## src/rtl/alu_pipe_pkg.sv

```systemverilog
// alu_pipe_pkg: shared definitions for the pipelined ALU.
//   - opcode encodings (fixed 4-bit encoding)
//   - flag bit positions within the 4-bit flags bus
//   - FSM state encoding for the top-level control
package alu_pipe_pkg;

  localparam logic [3:0] OP_ADD  = 4'h0;
  localparam logic [3:0] OP_SUB  = 4'h1;
  localparam logic [3:0] OP_MUL  = 4'h2;
  localparam logic [3:0] OP_DIV  = 4'h3;
  localparam logic [3:0] OP_AND  = 4'h4;
  localparam logic [3:0] OP_OR   = 4'h5;
  localparam logic [3:0] OP_NAND = 4'h6;
  localparam logic [3:0] OP_NOR  = 4'h7;
  localparam logic [3:0] OP_XOR  = 4'h8;
  localparam logic [3:0] OP_XNOR = 4'h9;
  localparam logic [3:0] OP_EQ   = 4'hA;
  localparam logic [3:0] OP_GT   = 4'hB;
  localparam logic [3:0] OP_LT   = 4'hC;
  localparam logic [3:0] OP_SHR  = 4'hD;
  localparam logic [3:0] OP_SHL  = 4'hE;
  localparam logic [3:0] OP_ASR  = 4'hF;

  localparam int unsigned FLG_CARRY = 0;
  localparam int unsigned FLG_ZERO  = 1;
  localparam int unsigned FLG_OVF   = 2;
  localparam int unsigned FLG_DZ    = 3;
  localparam int unsigned NUM_FLAGS = 4;

  typedef enum logic [0:0] {
    StIdle,
    StDiv
  } state_e;

endpackage

```

## src/rtl/alu_pipe_seq_divider.sv

```systemverilog
// alu_pipe_seq_divider: iterative unsigned restoring divider, one quotient bit per cycle.
//   clk, rst   : clock and asynchronous active-high reset (reset aborts a division)
//   start      : load dividend/divisor and begin; ignored while busy
//   dividend   : W-bit dividend
//   divisor    : W-bit divisor (caller guarantees non-zero)
//   busy       : iterations in progress
//   done       : high during the cycle whose closing edge performs the last iteration
//   quotient   : valid while done is high
//   remainder  : valid while done is high
// quotient/remainder are the combinational result of the current iteration so the
// consumer can capture the final answer on the same edge the last iteration retires.
module alu_pipe_seq_divider #(
  parameter int unsigned W = 8
) (
  input  logic         clk,
  input  logic         rst,
  input  logic         start,
  input  logic [W-1:0] dividend,
  input  logic [W-1:0] divisor,
  output logic         busy,
  output logic         done,
  output logic [W-1:0] quotient,
  output logic [W-1:0] remainder
);

  localparam int unsigned CntW = $clog2(W + 1);

  logic [W-1:0]    rem_q, rem_d;
  logic [W-1:0]    quo_q, quo_d;
  logic [W-1:0]    dvs_q, dvs_d;
  logic [CntW-1:0] cnt_q, cnt_d;
  logic            busy_q, busy_d;

  logic [W:0]      shifted;
  logic [W:0]      trial;
  logic            take;
  logic [W-1:0]    rem_step;
  logic [W-1:0]    quo_step;

  // One restoring step: shift the next dividend bit into the partial remainder and
  // subtract the divisor if it fits.
  always_comb begin
    shifted  = {rem_q, quo_q[W-1]};
    trial    = shifted - {1'b0, dvs_q};
    take     = ~trial[W];
    rem_step = take ? trial[W-1:0] : shifted[W-1:0];
    quo_step = {quo_q[W-2:0], take};
  end

  always_comb begin
    rem_d  = rem_q;
    quo_d  = quo_q;
    dvs_d  = dvs_q;
    cnt_d  = cnt_q;
    busy_d = busy_q;
    if (busy_q) begin
      rem_d = rem_step;
      quo_d = quo_step;
      cnt_d = cnt_q - CntW'(1);
      if (cnt_q == CntW'(1)) begin
        busy_d = 1'b0;
      end
    end else if (start) begin
      rem_d  = '0;
      quo_d  = dividend;
      dvs_d  = divisor;
      cnt_d  = CntW'(W);
      busy_d = 1'b1;
    end
  end

  always_ff @(posedge clk or posedge rst) begin
    if (rst) begin
      rem_q  <= '0;
      quo_q  <= '0;
      dvs_q  <= '0;
      cnt_q  <= '0;
      busy_q <= 1'b0;
    end else begin
      rem_q  <= rem_d;
      quo_q  <= quo_d;
      dvs_q  <= dvs_d;
      cnt_q  <= cnt_d;
      busy_q <= busy_d;
    end
  end

  assign busy      = busy_q;
  assign done      = busy_q && (cnt_q == CntW'(1));
  assign quotient  = quo_step;
  assign remainder = rem_step;

endmodule

```

## src/rtl/alu_pipe.sv

```systemverilog
// alu_pipe: registered ALU with valid/ready handshakes and a multi-cycle divider.
//   clk, rst    : clock and asynchronous active-high reset
//   a, b        : operands (DATA_WIDTH bits)
//   alu_fun     : opcode (see alu_pipe_pkg)
//   in_valid    : operation offered
//   in_ready    : operation can be accepted this cycle
//   alu_out     : result low word (quotient for divide)
//   alu_out_hi  : result high word (product high half / remainder, else 0)
//   flags       : {div_zero, overflow, zero, carry}
//   out_valid   : result register holds an undelivered result
//   out_ready   : consumer takes the result this cycle
// Non-divide ops retire on the accept edge. A divide with non-zero divisor parks the
// FSM in StDiv for DATA_WIDTH cycles and loads the result on the final iteration.
module alu_pipe
  import alu_pipe_pkg::*;
#(
  parameter int unsigned DATA_WIDTH = 8,
  parameter int unsigned FUN_WIDTH  = 4
) (
  input  logic                  clk,
  input  logic                  rst,
  input  logic [DATA_WIDTH-1:0] a,
  input  logic [DATA_WIDTH-1:0] b,
  input  logic [FUN_WIDTH-1:0]  alu_fun,
  input  logic                  in_valid,
  output logic                  in_ready,
  output logic [DATA_WIDTH-1:0] alu_out,
  output logic [DATA_WIDTH-1:0] alu_out_hi,
  output logic [NUM_FLAGS-1:0]  flags,
  output logic                  out_valid,
  input  logic                  out_ready
);

  localparam int unsigned W = DATA_WIDTH;

  state_e state_q, state_d;

  logic [W-1:0]         res_lo_q, res_lo_d;
  logic [W-1:0]         res_hi_q, res_hi_d;
  logic [NUM_FLAGS-1:0] flags_q, flags_d;
  logic                 out_valid_q, out_valid_d;

  logic                 accept;
  logic                 div_start;
  logic                 div_busy;
  logic                 div_done;
  logic [W-1:0]         div_quo;
  logic [W-1:0]         div_rem;

  logic [W:0]           sum;
  logic [W:0]           diff;
  logic [2*W-1:0]       prod;
  logic [W-1:0]         comb_lo;
  logic [W-1:0]         comb_hi;
  logic [NUM_FLAGS-1:0] comb_flags;

  assign in_ready  = (state_q == StIdle) && (!out_valid_q || out_ready);
  assign accept    = in_valid && in_ready;
  assign div_start = accept && (alu_fun == OP_DIV) && (b != '0);

  alu_pipe_seq_divider #(
    .W (W)
  ) u_divider (
    .clk       (clk),
    .rst       (rst),
    .start     (div_start),
    .dividend  (a),
    .divisor   (b),
    .busy      (div_busy),
    .done      (div_done),
    .quotient  (div_quo),
    .remainder (div_rem)
  );

  // Single-cycle operation results and flags.
  always_comb begin
    sum        = {1'b0, a} + {1'b0, b};
    diff       = {1'b0, a} - {1'b0, b};
    prod       = {{W{1'b0}}, a} * {{W{1'b0}}, b};
    comb_lo    = '0;
    comb_hi    = '0;
    comb_flags = '0;
    case (alu_fun)
      OP_ADD: begin
        comb_lo               = sum[W-1:0];
        comb_flags[FLG_CARRY] = sum[W];
        comb_flags[FLG_OVF]   = (a[W-1] == b[W-1]) && (sum[W-1] != a[W-1]);
      end
      OP_SUB: begin
        comb_lo               = diff[W-1:0];
        comb_flags[FLG_CARRY] = diff[W];  // borrow
        comb_flags[FLG_OVF]   = (a[W-1] != b[W-1]) && (diff[W-1] != a[W-1]);
      end
      OP_MUL: begin
        comb_lo = prod[W-1:0];
        comb_hi = prod[2*W-1:W];
      end
      OP_DIV: begin
        // Only reaches the output register when b == 0; other divides go to the FSM.
        comb_lo            = '1;
        comb_hi            = a;
        comb_flags[FLG_DZ] = 1'b1;
      end
      OP_AND:  comb_lo = a & b;
      OP_OR:   comb_lo = a | b;
      OP_NAND: comb_lo = ~(a & b);
      OP_NOR:  comb_lo = ~(a | b);
      OP_XOR:  comb_lo = a ^ b;
      OP_XNOR: comb_lo = ~(a ^ b);
      OP_EQ:   comb_lo = (a == b) ? W'(1) : '0;
      OP_GT:   comb_lo = (a > b)  ? W'(2) : '0;
      OP_LT:   comb_lo = (a < b)  ? W'(3) : '0;
      OP_SHR: begin
        comb_lo               = {1'b0, a[W-1:1]};
        comb_flags[FLG_CARRY] = a[0];
      end
      OP_SHL: begin
        comb_lo               = {a[W-2:0], 1'b0};
        comb_flags[FLG_CARRY] = a[W-1];
      end
      OP_ASR: begin
        comb_lo               = {a[W-1], a[W-1:1]};
        comb_flags[FLG_CARRY] = a[0];
      end
      default: ;
    endcase
    comb_flags[FLG_ZERO] = ~|{comb_hi, comb_lo};
  end

  always_comb begin
    state_d = state_q;
    unique case (state_q)
      StIdle: if (div_start) state_d = StDiv;
      StDiv:  if (div_done)  state_d = StIdle;
      default: state_d = StIdle;
    endcase
  end

  // Output register: hold under backpressure, drain on out_ready, load on retire.
  always_comb begin
    res_lo_d    = res_lo_q;
    res_hi_d    = res_hi_q;
    flags_d     = flags_q;
    out_valid_d = out_valid_q && !out_ready;
    if (div_done && (state_q == StDiv)) begin
      res_lo_d            = div_quo;
      res_hi_d            = div_rem;
      flags_d             = '0;
      flags_d[FLG_ZERO]   = ~|{div_rem, div_quo};
      out_valid_d         = 1'b1;
    end else if (accept && !div_start) begin
      res_lo_d    = comb_lo;
      res_hi_d    = comb_hi;
      flags_d     = comb_flags;
      out_valid_d = 1'b1;
    end
  end

  always_ff @(posedge clk or posedge rst) begin
    if (rst) begin
      state_q     <= StIdle;
      res_lo_q    <= '0;
      res_hi_q    <= '0;
      flags_q     <= '0;
      out_valid_q <= 1'b0;
    end else begin
      state_q     <= state_d;
      res_lo_q    <= res_lo_d;
      res_hi_q    <= res_hi_d;
      flags_q     <= flags_d;
      out_valid_q <= out_valid_d;
    end
  end

  assign alu_out    = res_lo_q;
  assign alu_out_hi = res_hi_q;
  assign flags      = flags_q;
  assign out_valid  = out_valid_q;

`ifndef SYNTHESIS
  // The slot was free or draining when the divide was accepted, so completion must
  // never find an undelivered result.
  assert property (@(posedge clk) disable iff (rst) div_done |-> !out_valid_q);
  assert property (@(posedge clk) disable iff (rst) (state_q == StDiv) == div_busy);
`endif

endmodule

```

## config.mk

```make
export PLATFORM = sky130hd
export DESIGN_NAME = alu_pipe
export DESIGN_NICKNAME = d
export VERILOG_FILES = /design/src/rtl/alu_pipe_pkg.sv /design/src/rtl/alu_pipe_seq_divider.sv /design/src/rtl/alu_pipe.sv
export SDC_FILE = /design/constraint.sdc
export NUM_CORES = 1
export LEC_CHECK = 0
export CAP_MARGIN = 20
export CORE_MARGIN = 2
export CORE_UTILIZATION = 65
export DETAILED_ROUTE_END_ITERATION = 10
export DONT_BUFFER_PORTS = 1
export PLACE_DENSITY_LB_ADDON = 0.1
export SLEW_MARGIN = 10
export SYNTH_ARGS = -nofsm -noshare
export SYNTH_HDL_FRONTEND = slang
export SYNTH_HIERARCHICAL = 1
export SYNTH_SLANG_ARGS = --single-unit
```

## constraint.sdc

```tcl
create_clock -name clk -period 3.6 [get_ports clk]
set_input_delay 0.9 -clock clk [delete_from_list [all_inputs] [get_ports clk]]
set_output_delay 0.9 -clock clk [all_outputs]
set_load 0.05 [all_outputs]
```

=== Word-level counts from Yosys, hierarchy flattened ===
Index checks and enable logic that the tools add are counted.

* Bits in latches: 0
* Register bits: 51
* Memory bits (read-only): 0
* Memories kept: 0
* RAM bits: 0

* Reductions and logical operators: 24
* Div/mod/pow operators: 0
* Shifts and indexed selects: 0
* $mul: 1
* Equal/unequal tests: 21
* Bitwise logic cells: 9
* Add/subtract/negate cells: 4
* Multiplexer cells: 28
* Order comparisons: 2

{| class="wikitable"
|+ Operator list
! cell !! number
|-
| $pmux W8 S16 || 1
|-
| $mux W8 || 9
|-
| $eq A4 B4 Y1 const B || 8
|-
| $reduce_or A16 Y1 || 2
|-
| $not A8 Y8 || 3
|-
| $eq A4 B3 Y1 const B || 4
|-
| $mul A8 B8 Y16 || 1
|-
| $mux W4 || 4
|-
| $pmux W8 S2 || 1
|-
| $logic_and A1 B1 Y1 || 10
|-
| $add A8 B8 Y9 || 1
|-
| $sub A8 B8 Y9 || 1
|-
| $sub A9 B8 Y9 || 1
|-
| $and A8 B8 Y8 || 1
|-
| $eq A4 B1 Y1 const B || 2
|-
| $eq A4 B2 Y1 const B || 2
|-
| $eq A8 B8 Y1 || 1
|-
| $gt A8 B8 Y1 || 1
|-
| $lt A8 B8 Y1 || 1
|-
| $mux W1 || 8
|-
| $or A8 B8 Y8 || 1
|-
| $reduce_bool A8 Y1 || 1
|-
| $xor A8 B8 Y8 || 1
|-
| $logic_not A1 Y1 || 5
|-
| 12 further kinds || 19
|}

=== Logic depth before layout (Yosys ltp) ===
Gate-level depths: netlist of the first run.

* Word-level depth: 10
* Mapped depth: 20
* Mapped depth without buffers: 20

=== By module ===
The synthesis of the first run kept the hierarchy.

{| class="wikitable"
|+ By module, submodules not included
! module !! area each (um^2) !! instances !! cells an instance !! sequential area each (um^2)
|-
| alu_pipe || 4840.9 || 1 || 623 || 550.5
|-
| alu_pipe_seq_divider || 1866.8 || 1 || 195 || 725.7
|}

=== Worst setup path after synthesis of the first run ===
OpenSTA, ideal clock, no wires.

* Path kind: in2reg
* Start: input port a[7]
* End: register flags_q[1] (netlist: flags[1])
* Path buffers: 1
* Stages on the path: 19
* Data required time: 3.480 ns
* Setup slack: -1.727 ns
* Data arrival time: 5.207 ns
* Path through: clkbuf_1 -> clkinv_1 -> nor2_1 -> fa_1 -> fa_1 -> fa_1 -> inv_1 -> fa_1 -> inv_1 -> ha_1 -> or3_1 -> a21oi_1 -> a21oi_1 -> a311oi_1 -> xnor2_1 -> nand2_1 -> nand2_1 -> nor4_1 -> a31o_1

* Longest elaborated chain between the ends: 7
* Elaborated cells on any way between the ends: 21

{| class="wikitable"
|+ Ends and longest elaborated chain
! item !! RTL line !! RTL
|-
| start, declared || alu_pipe.sv:22 || <nowiki>input logic [DATA_WIDTH-1:0] a,</nowiki>
|-
| branches (longest 3 deep; another with $mul A8 B8 Y16) || n/a ||
|-
| $reduce_or A16 Y1 (*) || alu_pipe.sv:127 || <nowiki>comb_flags[FLG_ZERO] = ~|{comb_hi, comb_lo};</nowiki>
|-
| $logic_not A1 Y1 (*) || alu_pipe.sv:127 ||
|-
| $mux W4 (*) || alu_pipe.sv:151 || <nowiki>end else if (accept && !div_start) begin</nowiki>
|-
| $mux W4 (*) || alu_pipe.sv:145 || <nowiki>if (div_done && (state_q == StDiv)) begin</nowiki>
|-
| end signal, assigned || alu_pipe.sv:170 || <nowiki>flags_q <= flags_d;</nowiki>
|-
| end, declared || alu_pipe.sv:40 || <nowiki>logic [NUM_FLAGS-1:0] flags_q, flags_d;</nowiki>
|}

Every way passes the cells marked *. The select of a mux whose other input is x is not followed.
A chain may end at the register's enable or synchronous reset.

=== Worst setup path in the final report of the first run ===
* Start: input port a[4]
* End: register flags_q[1] (netlist: flags[1])

Same word-level chain as after synthesis.

==> results.md, run 1 <==
- The run finished, with violations left.
- The final reports fail on negative setup slack.
- The final weighted congestion in routability-driven placement is 0.986.
- The total count of max-transition violations in the final report is 0.
- Relative to the synthesized area, the layout overhead comes to 20.8%.
- The number of synthesized flops with an enable pin is 0.
- The initial standard-cell utilization of the core is 65.9%.
- The worst hold path belongs to the class input pin to async pin.
- The hold buffer count at CTS is 0.
- From bottom edge to top edge, the die measures approximately 110 µm.
- The flop and latch count out of synthesis is 51.
- The via count of the routed design is 6701.
- The power per cell area is roughly 640 mW/mm².
- The core footprint is 0.0102 mm².
- The cell area that synthesis handed to floorplanning was roughly 0.0067 mm².
- The average instance in the mapped netlist occupies a little over 8 µm².
- Of the cells placed in the final design, the portion with a size suffix greater than 1 is 27.4%.
- The highest fanout seen on the critical path is 8.
- The initial antenna violation count is 0.
- The wire length of the first global-routing pass is about 35000 µm.
- Clock latency on the worst-skew pair, taken at its later pin, is 0.32 ns.
- Before antenna repair, the detailed router went through 7 iterations.
- The number of distinct library cell variants in the gate-level netlist after synthesis is 79.
- After detailed routing, the average wire length per cell comes to 22.6 µm.
- The number of nets with antenna violations after detailed routing is 0.
- After routing the design area is 0.00811 mm².
- After detailed routing, the number of vias per cell comes to ~6.6.
- STA puts the critical path data arrival time at 5.20 ns.
- Synthesis produced ~820 cells.
- In this run the deepest clock path goes through 2 buffers.
- In this run the core area contains 37 standard-cell rows.
- For this block, the initial DRC count from the detailed router was 647.
- In this run the clock root is driven by a clkbuf_8.
- For this run, the share of the core covered by cells in the final layout is 79.6%.
- The most instantiated flip-flop cell in the synthesis netlist is dfrtp_1.
- The CTS H-tree depth is 2.
- The clock sink total is 51.
- The share of synthesized registers carrying an async set or reset is 100%.
- The routed wire length is 22900 µm.
- The total count of hold-check failures in the final report came to 0.
- Yosys instantiated no cell more often than inv_1.
- The shortest clock period the worst path allows after layout is 4.93 ns.
- The critical path class is input pin to flop.
- During synthesis, Yosys emitted a total of 6 warnings.
- The count of buffers added on input and output ports is 0.
- The repair_antennas step left the layout with diodes totalling 0.
- TritonCTS built the clock tree.
- The via count of the first global-routing pass is a little under 7000.
- In this run the biggest area consumer among cell types represents between 10% and 20% of the synthesized area.
- The net count after synthesis is 951.
- The highest achievable clock rate is 0.203 GHz.
- The slew of the pin with the lowest slew margin is 1.03 ns.
- After synthesis, the cell types taking the most area are dfrtp_1, ha_1, fa_1, inv_1, nor2_1.
- STA classifies the critical path startpoint as an input pin.
- The filler cell count in the final layout is slightly below 700.
- The largest net degree at the start of global routing is 40.
- Across every metal layer, demand over resource in global routing totals about 39%.
- Across all hold checks on the routed design, the worst slack comes to 0.542 ns.
- At the end of the flow, the number of nets in the layout was 1008.
- The max capacitance violation total is 0.
- Summed over all layers, the global routing overflow is 0.
- At the placement stage, the worst setup path has a slack of -1.57 ns.
- Setup repair after global routing could not meet its margin everywhere.
- The data required time at the worst endpoint is ~3.9 ns.
- STA classifies the critical path endpoint as a flop.
- The placed cell area is 0.00742 mm².
- The sequential area share after synthesis is 19.0%.
- For this run, the number of standard cells in the final layout without fillers is 1012.
- The die covers 0.0111 mm².
- The placed wire-length estimate is 16600 µm.
- The worst relative slew slack is about a third.
- Measured along the x axis, the die boundary spans 106 µm.
- The clock transition at the registers of the reported paths is 0.10 ns.
- The share of the clock period used by the worst path after layout is 137%.
- The instance count after placement with tap cells included is 989.
- The worst vdd rail ir drop is 0.488 mV.
- The total I/O pin count is 46.
- Setup violations remaining at the end of the flow were counted as 13.
- In this run the static leakage power is 3.64 nW.
- The cell taking the most area after synthesis is dfrtp_1.
- In the post-route analysis, the smallest setup slack over all paths is -1.33 ns.
- The number of buffers created by CTS is 5.
- In the routed design, unresolved DRC markers number 0.
- The commonest cells after synthesis are inv_1, nor2_1, nand2_1.
- The clock arrives with between 0.015 and 0.02 ns of skew.
## per-layer routing
layer / up-vias / global-route usage, % / share of wire (%)
met4: 0 / 18.2 / 5.5
met2: 395 / 70.0 / 50
met5: - / 0 / 0
met3: 111 / 6.62 / 8.2
li1: 2948 / - / -
met1: 3247 / 46.2 / 36
## registers in the layout, summed over array words and instances (netlist names)
| signal | count |
|---|---|
| flags | 4 |
| u_divider/dvs_q | 8 |
| alu_out | 8 |
| u_divider/quo_q | 8 |
| u_divider/rem_q | 8 |
| state_q | 1 |
| u_divider/cnt_q | 4 |
| u_divider/busy | 1 |
| out_valid | 1 |
| alu_out_hi | 8 |
## per-stage QoR
stage | total power (W) | setup TNS [ns]
finish | 0.00515 | -11.73
detailed placement | 0.00430 | -16.02
CTS | 0.00483 | -9.84
global route | 0.00544 | -13.26
global placement | 0.00414 | -14.93
floorplan | 0.00343 | -9.92
## where the power goes
part,switching [W],internal (W),total (W)
clock,0.000201,0.000157,0.000359
combinational,0.00192,0.00157,0.00349
sequential,0.000497,0.000797,0.00129
total,0.00262,0.00253,0.00515
## worst paths after layout
path | startpoint | endpoint | slack (ns) | cells past startpoint
setup / recovery | a[4] | flags[1] | -1.33 | 18
hold / removal | rst | u_divider/quo_q[3] | 0.54 | 2
setup reg to reg | u_divider/quo_q[7] | flags[1] | 0.13 | 13
hold reg to reg | u_divider/dvs_q[0] | u_divider/dvs_q[0] | 0.55 | 1
max in group asynchronous | rst | alu_out_hi[3] | 2.50 | 1
min in group clk | u_divider/dvs_q[0] | u_divider/dvs_q[0] | 0.55 | 1
## critical path, stage by stage
cell	delay [ns]
clkinvlp_4	0.15
nor2_4	0.16
fa_1	0.45
fa_1	0.52
fa_1	0.50
inv_1	0.06
fa_1	0.48
inv_1	0.04
ha_2	0.17
or3_4	0.40
a21oi_2	0.14
a21oi_2	0.10
a311oi_2	0.30
xnor2_1	0.12
nand2_1	0.13
nand2_1	0.10
nor4_2	0.28
a31o_1	0.18
## final cells by class
class | instances | area [µm²] | area share [%]
Multi-Input combinational cell | 627 | 5380 | 66.3
Clock buffer | 6 | 82.6 | 1.02
Tap cell | 136 | 170 | 2.10
Inverter | 94 | 410 | 5.06
Clock inverter | 2 | 16.3 | 0.201
Sequential cell | 51 | 1280 | 15.7
Timing Repair Buffer | 96 | 773 | 9.54
## cells in the final DEF (no fill, tap or decap), types with 11 or more instances in the layout
cell type,netlist,routed
a22oi_1,17,13
inv_1,92,66
inv_2,0,14
fa_1,39,34
nor3_1,11,11
a21o_1,14,14
xnor2_1,13,11
o21ai_0,50,39
nand2b_1,11,11
mux2i_1,17,17
nand3_1,15,14
nor2_1,86,64
dfrtp_1,51,51
nor2_4,0,14
buf_4,8,82
ha_4,0,14
clkinvlp_4,0,13
ha_1,70,54
nor2b_1,11,11
nand2_1,75,71
a21oi_1,34,25
buf_6,6,14
## logic make-up (layout without fill, tap and decap cells)
group | after synthesis | count (layout) | share of synthesized area [%]
muxes | 23 | 23 | 3.71
DFF | 51 | 51 | 19.0
AOI/OAI and AO/OA | 207 | 207 | 21.4
xor gates and xnor gates | 24 | 24 | 3.13
and+or+nand+nor | 264 | 264 | 19.0
buffers and inverters | 140 | 198 | 9.08
adders and majority gates | 109 | 109 | 24.7
## timing repair
item                                    CTS  global route
pin swaps                                47            22
gates resized for setup                  76            40
endpoints found under the setup margin   13            14
buffers inserted                         12             7
Power figures use the tool's default switching activity.
==> run 2, diff against run 1 <==
Settings changed: CORE_ASPECT_RATIO set to 0.9.
==> results.md, run 2 (synthesized netlist as in run 1, its figures left out) <==
- The number of nets with antenna violations after detailed routing is 0 (unchanged).
- The iteration count of the initial detailed-routing pass was 5 (-2).
- The power per cell area is 639 mW/mm² (+0.56%).
- The data arrival time of the critical path came to 5.25 ns (+0.05 ns).
- The buffers plus inverters on the worst setup path is 3 (unchanged).
- The deepest clock path buffer count is 2 (unchanged).
- The height of the die is 100 µm (-4.9%).
- The highest fanout seen on the critical path is 8 (unchanged).
- Traced cell by cell, the critical path runs through inv_1 -> nor2_1 -> fa_2 -> fa_1 -> fa_1 -> inv_1 -> fa_1 -> inv_2 -> ha_4 -> o21a_1 -> o31a_1 -> mux2i_1 -> o211ai_1 -> nor4_1 -> nand4bb_1 -> nand4b_1 -> nor4_4 -> a31o_1.
- The total of endpoints with negative setup slack in the final report is 14 (+1).
- The share of the clock period used by the worst path after layout was 139% (+2.3 points).
- The dominant delay contributor by cell family on the critical path is adder cells.
- STA classifies the critical path endpoint as a flop.
- The most common library cell in the layout ignoring fill and taps is buf_4.
- The total count of max-transition violations in the final report is 0 (unchanged).
- The placed wire-length estimate is 16300 µm (-2.2%).
- The routed wire length came to 21500 µm (-5.8%).
- The core footprint was 0.0102 mm² (-0.25%).
- The detail-routed net length per standard cell is 21.5 µm (-4.9%).
- The worst-case clock skew is 0.00795 ns (-0.00858 ns).
- The leakage power total was 3.65 nW (+0.43%).
- The share of post-route cells with drive strength above 1 is 24.4% (-3.0 points).
- The peak per-stage delay on the critical path is 0.56 ns (+0.04 ns).
- The clock sink total is 51 (unchanged).
- The filler cell count in the final layout is 699 (+1.6%).
- The total I/O pin count is 46 (unchanged).
- The worst vdd rail ir drop is 0.641 mV (+31%).
- The via count of the routed design is 6693 (-0.12%).
- The signed area change from the synthesized netlist to the final layout is 19.0%.
- The final antenna diode count is 0 (unchanged).
- The worst-case hold slack is 0.525 ns (-0.0170 ns).
- Leaving out fill and tap cells, the most frequent cells in the layout are buf_4, inv_1, nor2_1.
- The summed area of non-filler cells in the final layout is 0.00798 mm² (-1.5%).
- The initial antenna violation count is 0 (unchanged).
- The via count of the first global-routing pass is 6426 (-5.7%).
- The final cell utilization of the core is 78.6% (-1.0 points).
- The starting DRC count in detailed routing was 819 (+27%).
- Setup repair after global routing could not meet its margin everywhere.
- The CTS H-tree depth was 2 (unchanged).
- The master of the slowest instance on the critical path is fa_1.
- The slew of the pin with the lowest slew margin is 0.848 ns (-0.178 ns).
- The startpoint type of the worst setup path is an input pin.
- The die width is 111 µm (+5.2%).
- The row count came to 35 (-5.4%).
- The area of the multi-input gates came to 0.00524 mm² (-2.5%).
- The clock insertion delay at the later pin of the skew report is 0.30 ns (-0.02 ns).
- The number of DRC violations after detailed routing is 0 (unchanged).
- The total number of nets in the final design is 1006 (-0.20%).
- The final reports fail on negative setup slack.
- The post-detailed-route via-to-cell ratio is 6.67 (+0.78%).
- The initial standard-cell utilization of the core is 66.0% (+0.16 points).
- The data required time at the worst endpoint was 3.84 ns (-0.03 ns).
- The critical path class is input pin to flop.
- The total count of hold-check failures in the final report is 0 (unchanged).
- The worst hold path belongs to the class input pin to async pin.
- The shortest clock period the worst path allows after layout was 5.01 ns (+0.0836 ns).
- The largest net degree at the start of global routing is 40 (unchanged).
- The all-layer global routing usage came to 38.9% (-0.42 points).
- By instance count, the cell type seen most on the critical path is fa_1.
- The placed cell area was 0.00743 mm² (+0.15%).
- The number of buffers created by CTS is 5 (unchanged).
- The wire length of the first global-routing pass is 34200 µm (-1.2%).
- The highest achievable clock rate is 0.200 GHz (-1.7%).
- The TritonCTS clock tree is yes.
- The setup slack at placement is -1.63 ns (-0.0647 ns).
- The overflow left after global routing is 0 (unchanged).
- The count of input and output buffers is 0 (unchanged).
- The flow ran to the end, but the final reports show violations.
- The area of the die is 0.0111 mm² (about the same).
- The final weighted congestion in routability-driven placement is 1.02 (+3.5%).
- The max capacitance violation total is 0 (unchanged).
- The clock transition at the registers of the reported paths is 0.07 ns (-0.03 ns).
- The final cell count without fillers came to 1003 (-0.89%).
- The sequential cell area came to 0.00128 mm² (unchanged).
- The instance count after placement with tap cells included is 982 (-0.71%).
- Clock tree synthesis selected as its root buffer the cell clkbuf_16.
- The worst relative slew slack is 43.4% (+12 points).
- The final worst setup slack is -1.41 ns (-0.0836 ns).
run 2: where the power goes:
group          switching [W]  internal (W)  leakage (nW)
Sequential          0.000506      0.000798         0.651
Combinational        0.00181       0.00149          2.93
Clock               0.000219      0.000278        0.0731
run 2: layout make-up:
cell class	instances	share of cell area [%]
Clock buffer	6	1.74
Clock inverter	2	0.204
Inverter	94	5.05
Multi-Input combinational cell	627	65.7
Sequential cell	51	16.0
Tap cell	129	2.02
Timing Repair Buffer	94	9.33
run 2: through the flow:
| stage | setup TNS (ns) | total power, W |
|---|---|---|
| 2_1_floorplan | -9.92 | 0.00343 |
| 3_3_place_gp | -15.07 | 0.00411 |
| 3_5_place_dp | -16.20 | 0.00426 |
| 4_1_cts | -10.68 | 0.00492 |
| 5_1_grt | -13.98 | 0.00543 |
| 6_report | -12.13 | 0.00510 |
run 2: final timing paths:
check                                         from                  to  slack, ns  cells past startpoint
worst max-delay path                          a[4]            flags[1]      -1.41                     18
worst min-delay path                           rst  u_divider/quo_q[1]       0.53                      1
worst max register to register  u_divider/quo_q[7]            flags[1]       0.17                     13
max in group asynchronous                      rst       alu_out_hi[5]       2.41                      1
worst min register to register  u_divider/dvs_q[0]  u_divider/dvs_q[0]       0.53                      1
min in group clk                u_divider/dvs_q[0]  u_divider/dvs_q[0]       0.53                      1
run 2: worst reg2reg max path: stages, from the launching register on:
cell	delay [ns]
dfrtp_1	0.38
inv_1	0.08
ha_1	0.21
inv_1	0.07
fa_1	0.43
a211oi_4	0.32
o211ai_2	0.13
a221oi_2	0.29
buf_4	0.29
mux2_2	0.41
nor4_1	0.34
nand4_1	0.15
a21oi_1	0.17
a31o_1	0.10
run 2: repair_timing:
action	4_1_cts	5_1_grt
hold buffers	0	0
resized for setup	54	14
pin swaps	30	7
endpoints found under the setup margin	14	14
buffers inserted	7	6
run 2: per-layer routing:
layer | global-route usage, % | wire length (µm) | up-vias
li1 | - | - | 2949
met4 | 12.6 | 909 | 0
met1 | 54.3 | 8720 | 3219
met3 | 9.36 | 2430 | 93
met5 | 0 | 0 | -
met2 | 60.6 | 9470 | 432
